$ cat src/rtl/uart_pkg.sv
// rtl/uart_pkg.sv - shared register map, bit positions and FSM encoding for the UART receive controller
package uart_pkg;

  localparam logic [1:0] REG_CTRL   = 2'd0;
  localparam logic [1:0] REG_STATUS = 2'd1;
  localparam logic [1:0] REG_DATA   = 2'd2;
  localparam logic [1:0] REG_RSVD   = 2'd3;

  localparam int unsigned STS_EMPTY = 0;
  localparam int unsigned STS_THR   = 1;
  localparam int unsigned STS_BUSY  = 2;
  localparam int unsigned STS_OV    = 3;
  localparam int unsigned STS_PE    = 4;
  localparam int unsigned STS_FRE   = 5;

  localparam int unsigned CTRL_W = 7;

  // Field order mirrors the CTRL bit layout, MSB first (bit6 ie_err ... bit0 rx_en).
  typedef struct packed {
    logic       ie_err;
    logic       ie_thr;
    logic [1:0] thr_val;
    logic       parity_type;
    logic       parity_en;
    logic       rx_en;
  } ctrl_t;

  typedef enum logic [2:0] {
    ST_IDLE    = 3'd0,
    ST_POP     = 3'd1,
    ST_WAIT_WR = 3'd2,
    ST_DONE    = 3'd3,
    ST_ERR     = 3'd4
  } rx_fsm_e;

endpackage

$ cat src/rtl/uart_rx_irq.sv
// rtl/uart_rx_irq.sv - sticky error flags with W1C clear and registered interrupt
module uart_rx_irq
  import uart_pkg::*;
(
  input  logic clk,
  input  logic resetn,
  input  logic rx_ov,
  input  logic rx_thr,
  input  logic pe_set,
  input  logic fre_set,
  input  logic w1c_en,
  input  logic w1c_ov,
  input  logic w1c_pe,
  input  logic w1c_fre,
  input  logic ie_thr,
  input  logic ie_err,
  output logic ov_sticky,
  output logic pe_sticky,
  output logic fre_sticky,
  output logic irq
);

  // A set in the same cycle as its clear takes priority.
  always_ff @(posedge clk or negedge resetn) begin
    if (!resetn) begin
      ov_sticky  <= 1'b0;
      pe_sticky  <= 1'b0;
      fre_sticky <= 1'b0;
      irq        <= 1'b0;
    end else begin
      ov_sticky  <= rx_ov   | (ov_sticky  & ~(w1c_en & w1c_ov));
      pe_sticky  <= pe_set  | (pe_sticky  & ~(w1c_en & w1c_pe));
      fre_sticky <= fre_set | (fre_sticky & ~(w1c_en & w1c_fre));
      irq        <= (ie_thr & rx_thr) | (ie_err & (ov_sticky | pe_sticky | fre_sticky));
    end
  end

endmodule

$ cat src/rtl/uart_rx_ctrl.sv
// rtl/uart_rx_ctrl.sv - APB register front-end and FIFO pop FSM for the UART receiver
module uart_rx_ctrl
  import uart_pkg::*;
(
  input  logic        clk,
  input  logic        resetn,
  input  logic        psel,
  input  logic        penable,
  input  logic        pwrite,
  input  logic [3:0]  paddr,
  input  logic [31:0] pwdata,
  output logic [31:0] prdata,
  output logic        pready,
  output logic        pslverr,
  output logic        rx_en,
  output logic        parity_en,
  output logic        parity_type,
  output logic [1:0]  rx_thr_val,
  output logic        read_en,
  input  logic [9:0]  data_out,
  input  logic        rx_fre,
  input  logic        rx_pe,
  input  logic        rx_ov,
  input  logic        rx_thr,
  input  logic        rx_bclk_en,
  input  logic        rx_fifo_empty,
  input  logic        rx_fifo_wr,
  output logic        irq
);

  rx_fsm_e     state, state_nxt;
  ctrl_t       ctrl;
  logic        par_en_q, par_type_q;
  logic [1:0]  reg_sel;
  logic        reg_access, ctrl_wr, status_wr;
  logic        ov_sticky, pe_sticky, fre_sticky;
  logic [31:0] status_word, data_word;
  logic        unused_bits;

  assign reg_sel    = paddr[3:2];
  assign reg_access = resetn && psel && penable && (state == ST_IDLE) &&
                      ((reg_sel == REG_CTRL) || (reg_sel == REG_STATUS));
  assign ctrl_wr    = reg_access && pwrite && (reg_sel == REG_CTRL);
  assign status_wr  = reg_access && pwrite && (reg_sel == REG_STATUS);
  assign data_word  = {22'd0, rx_pe, rx_fre, data_out[7:0]};
  assign unused_bits = ^{paddr[1:0], pwdata[31:CTRL_W], data_out[9:8]};

  always_comb begin
    status_word            = '0;
    status_word[STS_EMPTY] = rx_fifo_empty;
    status_word[STS_THR]   = rx_thr;
    status_word[STS_BUSY]  = rx_bclk_en;
    status_word[STS_OV]    = ov_sticky;
    status_word[STS_PE]    = pe_sticky;
    status_word[STS_FRE]   = fre_sticky;
  end

  always_ff @(posedge clk or negedge resetn) begin
    if (!resetn) state <= ST_IDLE;
    else         state <= state_nxt;
  end

  // DATA and unmapped accesses are decoded in the setup phase so a clean pop completes on the 2nd access cycle.
  always_comb begin
    state_nxt = state;
    if (!psel) begin
      state_nxt = ST_IDLE;
    end else begin
      case (state)
        ST_IDLE: begin
          if (!penable && ((reg_sel == REG_DATA) || (reg_sel == REG_RSVD))) begin
            if (pwrite || (reg_sel == REG_RSVD) || rx_fifo_empty) state_nxt = ST_ERR;
            else if (rx_fifo_wr)                                  state_nxt = ST_WAIT_WR;
            else                                                  state_nxt = ST_POP;
          end
        end
        ST_WAIT_WR: if (!rx_fifo_wr) state_nxt = ST_POP;
        ST_POP:     state_nxt = ST_DONE;
        ST_DONE:    state_nxt = ST_IDLE;
        ST_ERR:     state_nxt = ST_IDLE;
        default:    state_nxt = ST_IDLE;
      endcase
    end
  end

  always_comb begin
    read_en = 1'b0;
    pready  = 1'b0;
    pslverr = 1'b0;
    prdata  = '0;
    case (state)
      ST_IDLE: begin
        if (reg_access) begin
          pready = 1'b1;
          if (!pwrite) prdata = (reg_sel == REG_CTRL) ? {25'd0, ctrl} : status_word;
        end
      end
      ST_POP:  read_en = psel;
      ST_DONE: begin
        pready = psel;
        if (psel) prdata = data_word;
      end
      ST_ERR: begin
        pready  = psel;
        pslverr = psel;
      end
      default: ;
    endcase
  end

  // Parity settings are only handed to the receiver while it is not mid-character.
  always_ff @(posedge clk or negedge resetn) begin
    if (!resetn) begin
      ctrl       <= '0;
      par_en_q   <= 1'b0;
      par_type_q <= 1'b0;
    end else begin
      if (ctrl_wr) ctrl <= ctrl_t'(pwdata[CTRL_W-1:0]);
      if (!rx_bclk_en) begin
        par_en_q   <= ctrl.parity_en;
        par_type_q <= ctrl.parity_type;
      end
    end
  end

  assign rx_en       = ctrl.rx_en;
  assign rx_thr_val  = ctrl.thr_val;
  assign parity_en   = par_en_q;
  assign parity_type = par_type_q;

  uart_rx_irq u_irq (
    .clk        (clk),
    .resetn     (resetn),
    .rx_ov      (rx_ov),
    .rx_thr     (rx_thr),
    .pe_set     ((state == ST_DONE) && psel && rx_pe),
    .fre_set    ((state == ST_DONE) && psel && rx_fre),
    .w1c_en     (status_wr),
    .w1c_ov     (pwdata[STS_OV]),
    .w1c_pe     (pwdata[STS_PE]),
    .w1c_fre    (pwdata[STS_FRE]),
    .ie_thr     (ctrl.ie_thr),
    .ie_err     (ctrl.ie_err),
    .ov_sticky  (ov_sticky),
    .pe_sticky  (pe_sticky),
    .fre_sticky (fre_sticky),
    .irq        (irq)
  );

endmodule

$ cat config.mk
export PLATFORM = sky130hd
export DESIGN_NAME = uart_rx_ctrl
export DESIGN_NICKNAME = d
export VERILOG_FILES = /design/src/rtl/uart_pkg.sv /design/src/rtl/uart_rx_irq.sv /design/src/rtl/uart_rx_ctrl.sv
export SDC_FILE = /design/constraint.sdc
export NUM_CORES = 1
export LEC_CHECK = 0
export CORE_ASPECT_RATIO = 1.25
export CORE_UTILIZATION = 25
export DETAILED_ROUTE_END_ITERATION = 10
export PLACE_DENSITY = 0.64
export SETUP_SLACK_MARGIN = 0.4
export SLEW_MARGIN = 20
export SYNTH_ARGS = -nofsm -noshare
export SYNTH_HDL_FRONTEND = slang
export SYNTH_SLANG_ARGS = --single-unit
$ cat constraint.sdc
create_clock -name clk -period 4.91 [get_ports clk]
set_input_delay 1.2275 -clock clk [delete_from_list [all_inputs] [get_ports clk]]
set_output_delay 1.2275 -clock clk [all_outputs]
set_load 0.01 [all_outputs]
Yosys cells after proc, flatten, opt, wreduce, memory -nomap -nowiden
Cells that the tools add are included.
- flip-flop bits (word level): 16
- bits in latches: 0
- bits in writable memories: 0
- bits in read-only memories: 0
- input bits: 58
- output and inout bits: 41
- logic and storage cells: 74
- memories: 0
- add/sub/neg operators: 0
- $mul: 0
- div/mod/pow operators: 0
- order comparisons: 0
- equality and inequality tests: 9
- shifts and indexed selects: 0
- mux-type cells: 15
- bitwise logic cells: 17
- reductions and logical operators: 20
- operators by type and width (kind ; count):
    $pmux 32 s2 ; 1
    $mux 7 ; 3
    $mux 3 ; 4
    $logic_and 1x1->1 ; 11
    $mux 10 ; 1
    $pmux 3 s3 ; 1
    $and 1x1->1 ; 8
    $eq 3x2->1 const B ; 2
    $or 1x1->1 ; 6
    $eq 2x2->1 const B ; 2
    $logic_or 1x1->1 ; 4
    $eq 3x1->1 const B ; 1
    $eq 3x3->1 const B ; 1
    $logic_not 3->1 ; 1
    $mux 1 ; 3
    $ne 3x2->1 const B ; 1
    $ne 3x3->1 const B ; 1
    $not 1->1 ; 3
    $eq 2x1->1 const B ; 1
    $logic_not 2->1 ; 1
    $mux 2 ; 1
    $pmux 1 s2 ; 1
    $reduce_and 2->1 ; 1
    $reduce_or 2->1 ; 1
    $logic_not 1->1 ; 1

Longest topological paths before layout
- depth in word-level cells: 10
- depth in mapped cells: 4

By module
Synthesis repeated with hierarchy kept, for this count alone.
- cell total of the unflattened synthesis: 105
- area total of the unflattened synthesis: 1083.5 um^2
- modules (own cells, without submodules) (module ; instances ; cells an instance ; area an instance (um^2)):
    uart_rx_ctrl ; 1 ; 92 ; 933.4
    uart_rx_irq ; 1 ; 13 ; 150.1

Worst setup path before layout
Ideal clock, no wire load.
- kind: input -> output
- start: input port psel
- end: output port prdata[0]
- data arrival time: 2.429 ns
- required time: 3.683 ns
- path slack: 1.254 ns
- cell stages on the path: 3
- buffers on the path: 0
- cell sequence: or4b_4 or3_1 o21ai_0
- cells in the longest elaborated chain, start to end: 6
- elaborated cells on any way between the ends: 7
- those cells by class: mux (3); reduce/logical (4)
- RTL lines (what ; RTL line ; source):
    start: declaration ; uart_rx_ctrl.sv:7 ; input logic psel,
    $logic_and 1x1->1 (4 in a row) ; uart_rx_ctrl.sv:41 ; assign reg_access = resetn && psel && penable && (state == ST_IDLE) &&
    $mux 7 ; uart_rx_ctrl.sv:93 ; if (reg_access) begin
    $pmux 32 s2 (*) ; uart_rx_ctrl.sv:91 ; case (state)
    end: declaration ; uart_rx_ctrl.sv:12 ; output logic [31:0] prdata,
Every way passes the cells marked *; elsewhere a longest branch is shown, timed or not.

Worst setup path after layout
Ends and elaborated chain as after synthesis.

==> metrics.md <==
| Metric | Value |
|---|---|
| Status | complete, no violations |
| Met3 wire length | 201 µm |
| Fmax | 0.2312 GHz |
| Post-DP HPWL | 1971 µm |
| Clock Skew | 0.002124 ns |
| Switching Share | 23.88% |
| WHS Path Cells | 1 |
| Cts hold-fix bufs | 0 |
| Met2 WL | 1215 µm |
| Clock tree buffer depth | 2 |
| Setup bufs post-CTS | 0 |
| Endpoints failing setup | 0 |
| Min-delay src | parity_type |
| Ports | 99 |
| Largest net degree at the start of global routing | 17 |
| Cts repair resizes | 8 |
| Worst Path Max Fanout | 7 |
| Rows | 26 |
| Final #Nets | 221 |
| Avg Vias per Cell | 4.202 |
| Synth Instances | 112 |
| Total track usage | 10.99% |
| CORE AREA | 0.004131 mm² |
| IO Port Bufs | 47 |
| Die ar. | 0.004603 mm² |
| DR iter-0 viols | 18 |
| Hold Fails Final Rpt | 0 |
| Seq/Total Area, Yosys | 36.95% |
| Area growth, synth to finish | 46.77% |
| Peak VDD IR | 87.99 µV |
| Aggregate routed wire length | 2524 µm |
| Worst EP required | 3.68 ns |
| Yosys warnings | 0 |
| Post-synth top area share | 36.95% |
| Async SR Flop Fraction | 100.0% |
| First-pass GRT wire length | 3760 µm |
| Clock-pin slew on the worst setup and hold paths | 0.06 ns |
| Initial Utilization | 26.23% |
| Area contributors post-synth | dfrtp_1, buf_4, mux2_4, mux2i_1, nand2_1 |
| Post-synth top area cell | dfrtp_1 |
| Syn Area/Cell | 9.674 µm² |
| #FFs+latches synth | 16 |
| Slew Limit Fails | 0 |
| Library cells used by synthesis | 26 |
| Vias in the first global route | 825 |
| Placed Area | 0.001538 mm² |
| Global route total overflow | 0 |
| Pwr dens | 221.3 mW/mm² |
| Leakage dissipation | 0.0007558 µW |
| Worst skew pair latency | 0.24 ns |
| CP startpoint kind | input port |
| R2r setup slk | 2.69 ns |
| DRC | 0 |
| Routed Antenna Nets | 0 |
| Hold Path Class | flop to flop |
| M1 WL | 1089 µm |
| Tmin final | 4.324 ns |
| Hold Crit Endpoint | parity_type |
| WL/cell | 11.58 µm |
| First-pass DRT Iterations | 2 |
| Reg2reg path depth | 4 |
| Reg-to-reg startpoint | state[0] |
| Clock root buffer | clkbuf_8 |
| H-tree depth | 1 |
| Initial antenna violation count | 0 |
| Chip width | 60.89 µm |
| NetSw | 84.04 µW |
| CP Class | input port to primary output |
| CTS tree | built |
| Period utilization | 88.07% |
| Die H | 75.61 µm |
| EDFF count, synth | 0 |
| Max-cap violations | 0 |
| Worst endpoint data arrival time | 3.10 ns |
| Sink Count | 16 |
| Worst Setup End Kind | primary output |
| Clock share of power | 32.4% |
| RSZ-0062 raised after global routing | false |
| Combinational share of power | 24.5% |
| Mapped cell area | 0.001084 mm² |
| Cell-internal power | 267.9 µW |
| Most common cell in the netlist | buf_4 |
| Final non-filler cell area | 0.001590 mm² |
| Routability congestion estimate | 0.7699 |
| Highest Signal Layer | met4 |
| RR Endpoint | rx_en |
| CTS Buf Count | 3 |
| Power share of the sequential group | 43.1% |
| Most common flop cell mapped by yosys | dfrtp_1 |
| DR vias | 916 |
| Synth cell count leaders | buf_4, dfrtp_1, nand2_1 |
| Setup TNS | 0 ns |
| Ant diodes | 0 |
| Share of layout cells above drive strength 1 | 13.58% |
[area by class of cell]
type	count	area, µm²
fill	434	2541
tap	56	70.07
multi-input combinational	85	550.5
sequential	16	400.4
clock buffer	4	55.05
inverter	6	22.52
timing repair buffer	51	491.7
[state kept, by name, indices dropped and copies added, names as in the netlist]
signal            cells
u_irq.fre_sticky      1
u_irq.pe_sticky       1
parity_type           1
ctrl                  4
state                 3
rx_thr_val            2
u_irq.irq             1
u_irq.ov_sticky       1
rx_en                 1
parity_en             1
[cells in the final DEF, fill, tap and decap left out, drive strengths merged, types with 2 or more instances in the layout]
master | Yosys | final
dfrtp | 16 | 16
mux2i | 6 | 6
nor3 | 4 | 4
or4b | 2 | 2
nand2 | 14 | 14
conb | 1 | 22
mux2 | 9 | 9
nor2 | 3 | 3
buf | 25 | 4
a31oi | 3 | 3
dlygate4sd2 | 0 | 7
clkbuf | 1 | 4
inv | 6 | 6
o21ai | 10 | 10
clkdlybuf4s50 | 0 | 40
a21oi | 2 | 2
[routing by layer]
metal  GRT usage [%]  vias to the layer above
met5               0                        -
met4           2.273                        0
met3           2.377                        2
met2           19.05                       46
met1           13.97                      428
li1                -                      440
[power by group through the flow]
| stage | clock network [µW] | registers [µW] | logic [µW] |
|---|---|---|---|
| 2_1_floorplan | 0 | 155 | 49.9 |
| 3_3_place_gp | 0 | 154 | 85.5 |
| 3_5_place_dp | 0 | 154 | 86.3 |
| 4_1_cts | 117 | 152 | 86.7 |
| 5_1_grt | 123 | 153 | 93.4 |
| 6_report | 114 | 152 | 86.1 |
[per-stage QoR]
| step | util (%) | std cells | total power, µW | setup slack [ns] | hold slack (ns) |
|---|---|---|---|---|---|
| 3_5_place_dp | 37.22 | 214 | 240.7 | 0.1819 | 0.4915 |
| 5_1_grt | 38.49 | 218 | 369.7 | 0.4778 | 0.5283 |
| 4_1_cts | 38.46 | 218 | 356.0 | 0.5496 | 0.5070 |
| 3_3_place_gp | 37.22 | 214 | 239.5 | 0.1821 | 0.4837 |
| 2_1_floorplan | - | 133 | 204.9 | 1.254 | 0.4570 |
| 6_report | 38.49 | 218 | 352.0 | 0.5856 | 0.5047 |
[cells by family after synthesis]
family | count (synthesis) | share of synthesized area (%)
other | 1 | 0.3461
buffers and inverters | 32 | 20.09
AO/OA/AOI/OAI | 17 | 8.777
flip-flops | 16 | 36.95
multiplexers | 15 | 17.32
AND/OR/NAND/NOR | 31 | 16.51
[worst max path at each step]
stage,endpoint,cells past startpoint,from
2_1_floorplan,prdata[0],3,psel
3_3_place_gp,prdata[0],5,psel
3_5_place_dp,prdata[0],5,psel
4_1_cts,prdata[8],6,psel
5_1_grt,pready,5,psel
6_report,prdata[0],5,psel
[worst max-delay path: stages]
cell             delay (ns)
clkdlybuf4s50_1        0.48
or4b_4                 0.47
or3_4                  0.43
o21ai_0                0.20
dlygate4sd2_1          0.29
(Power assumes the default switching activity.)
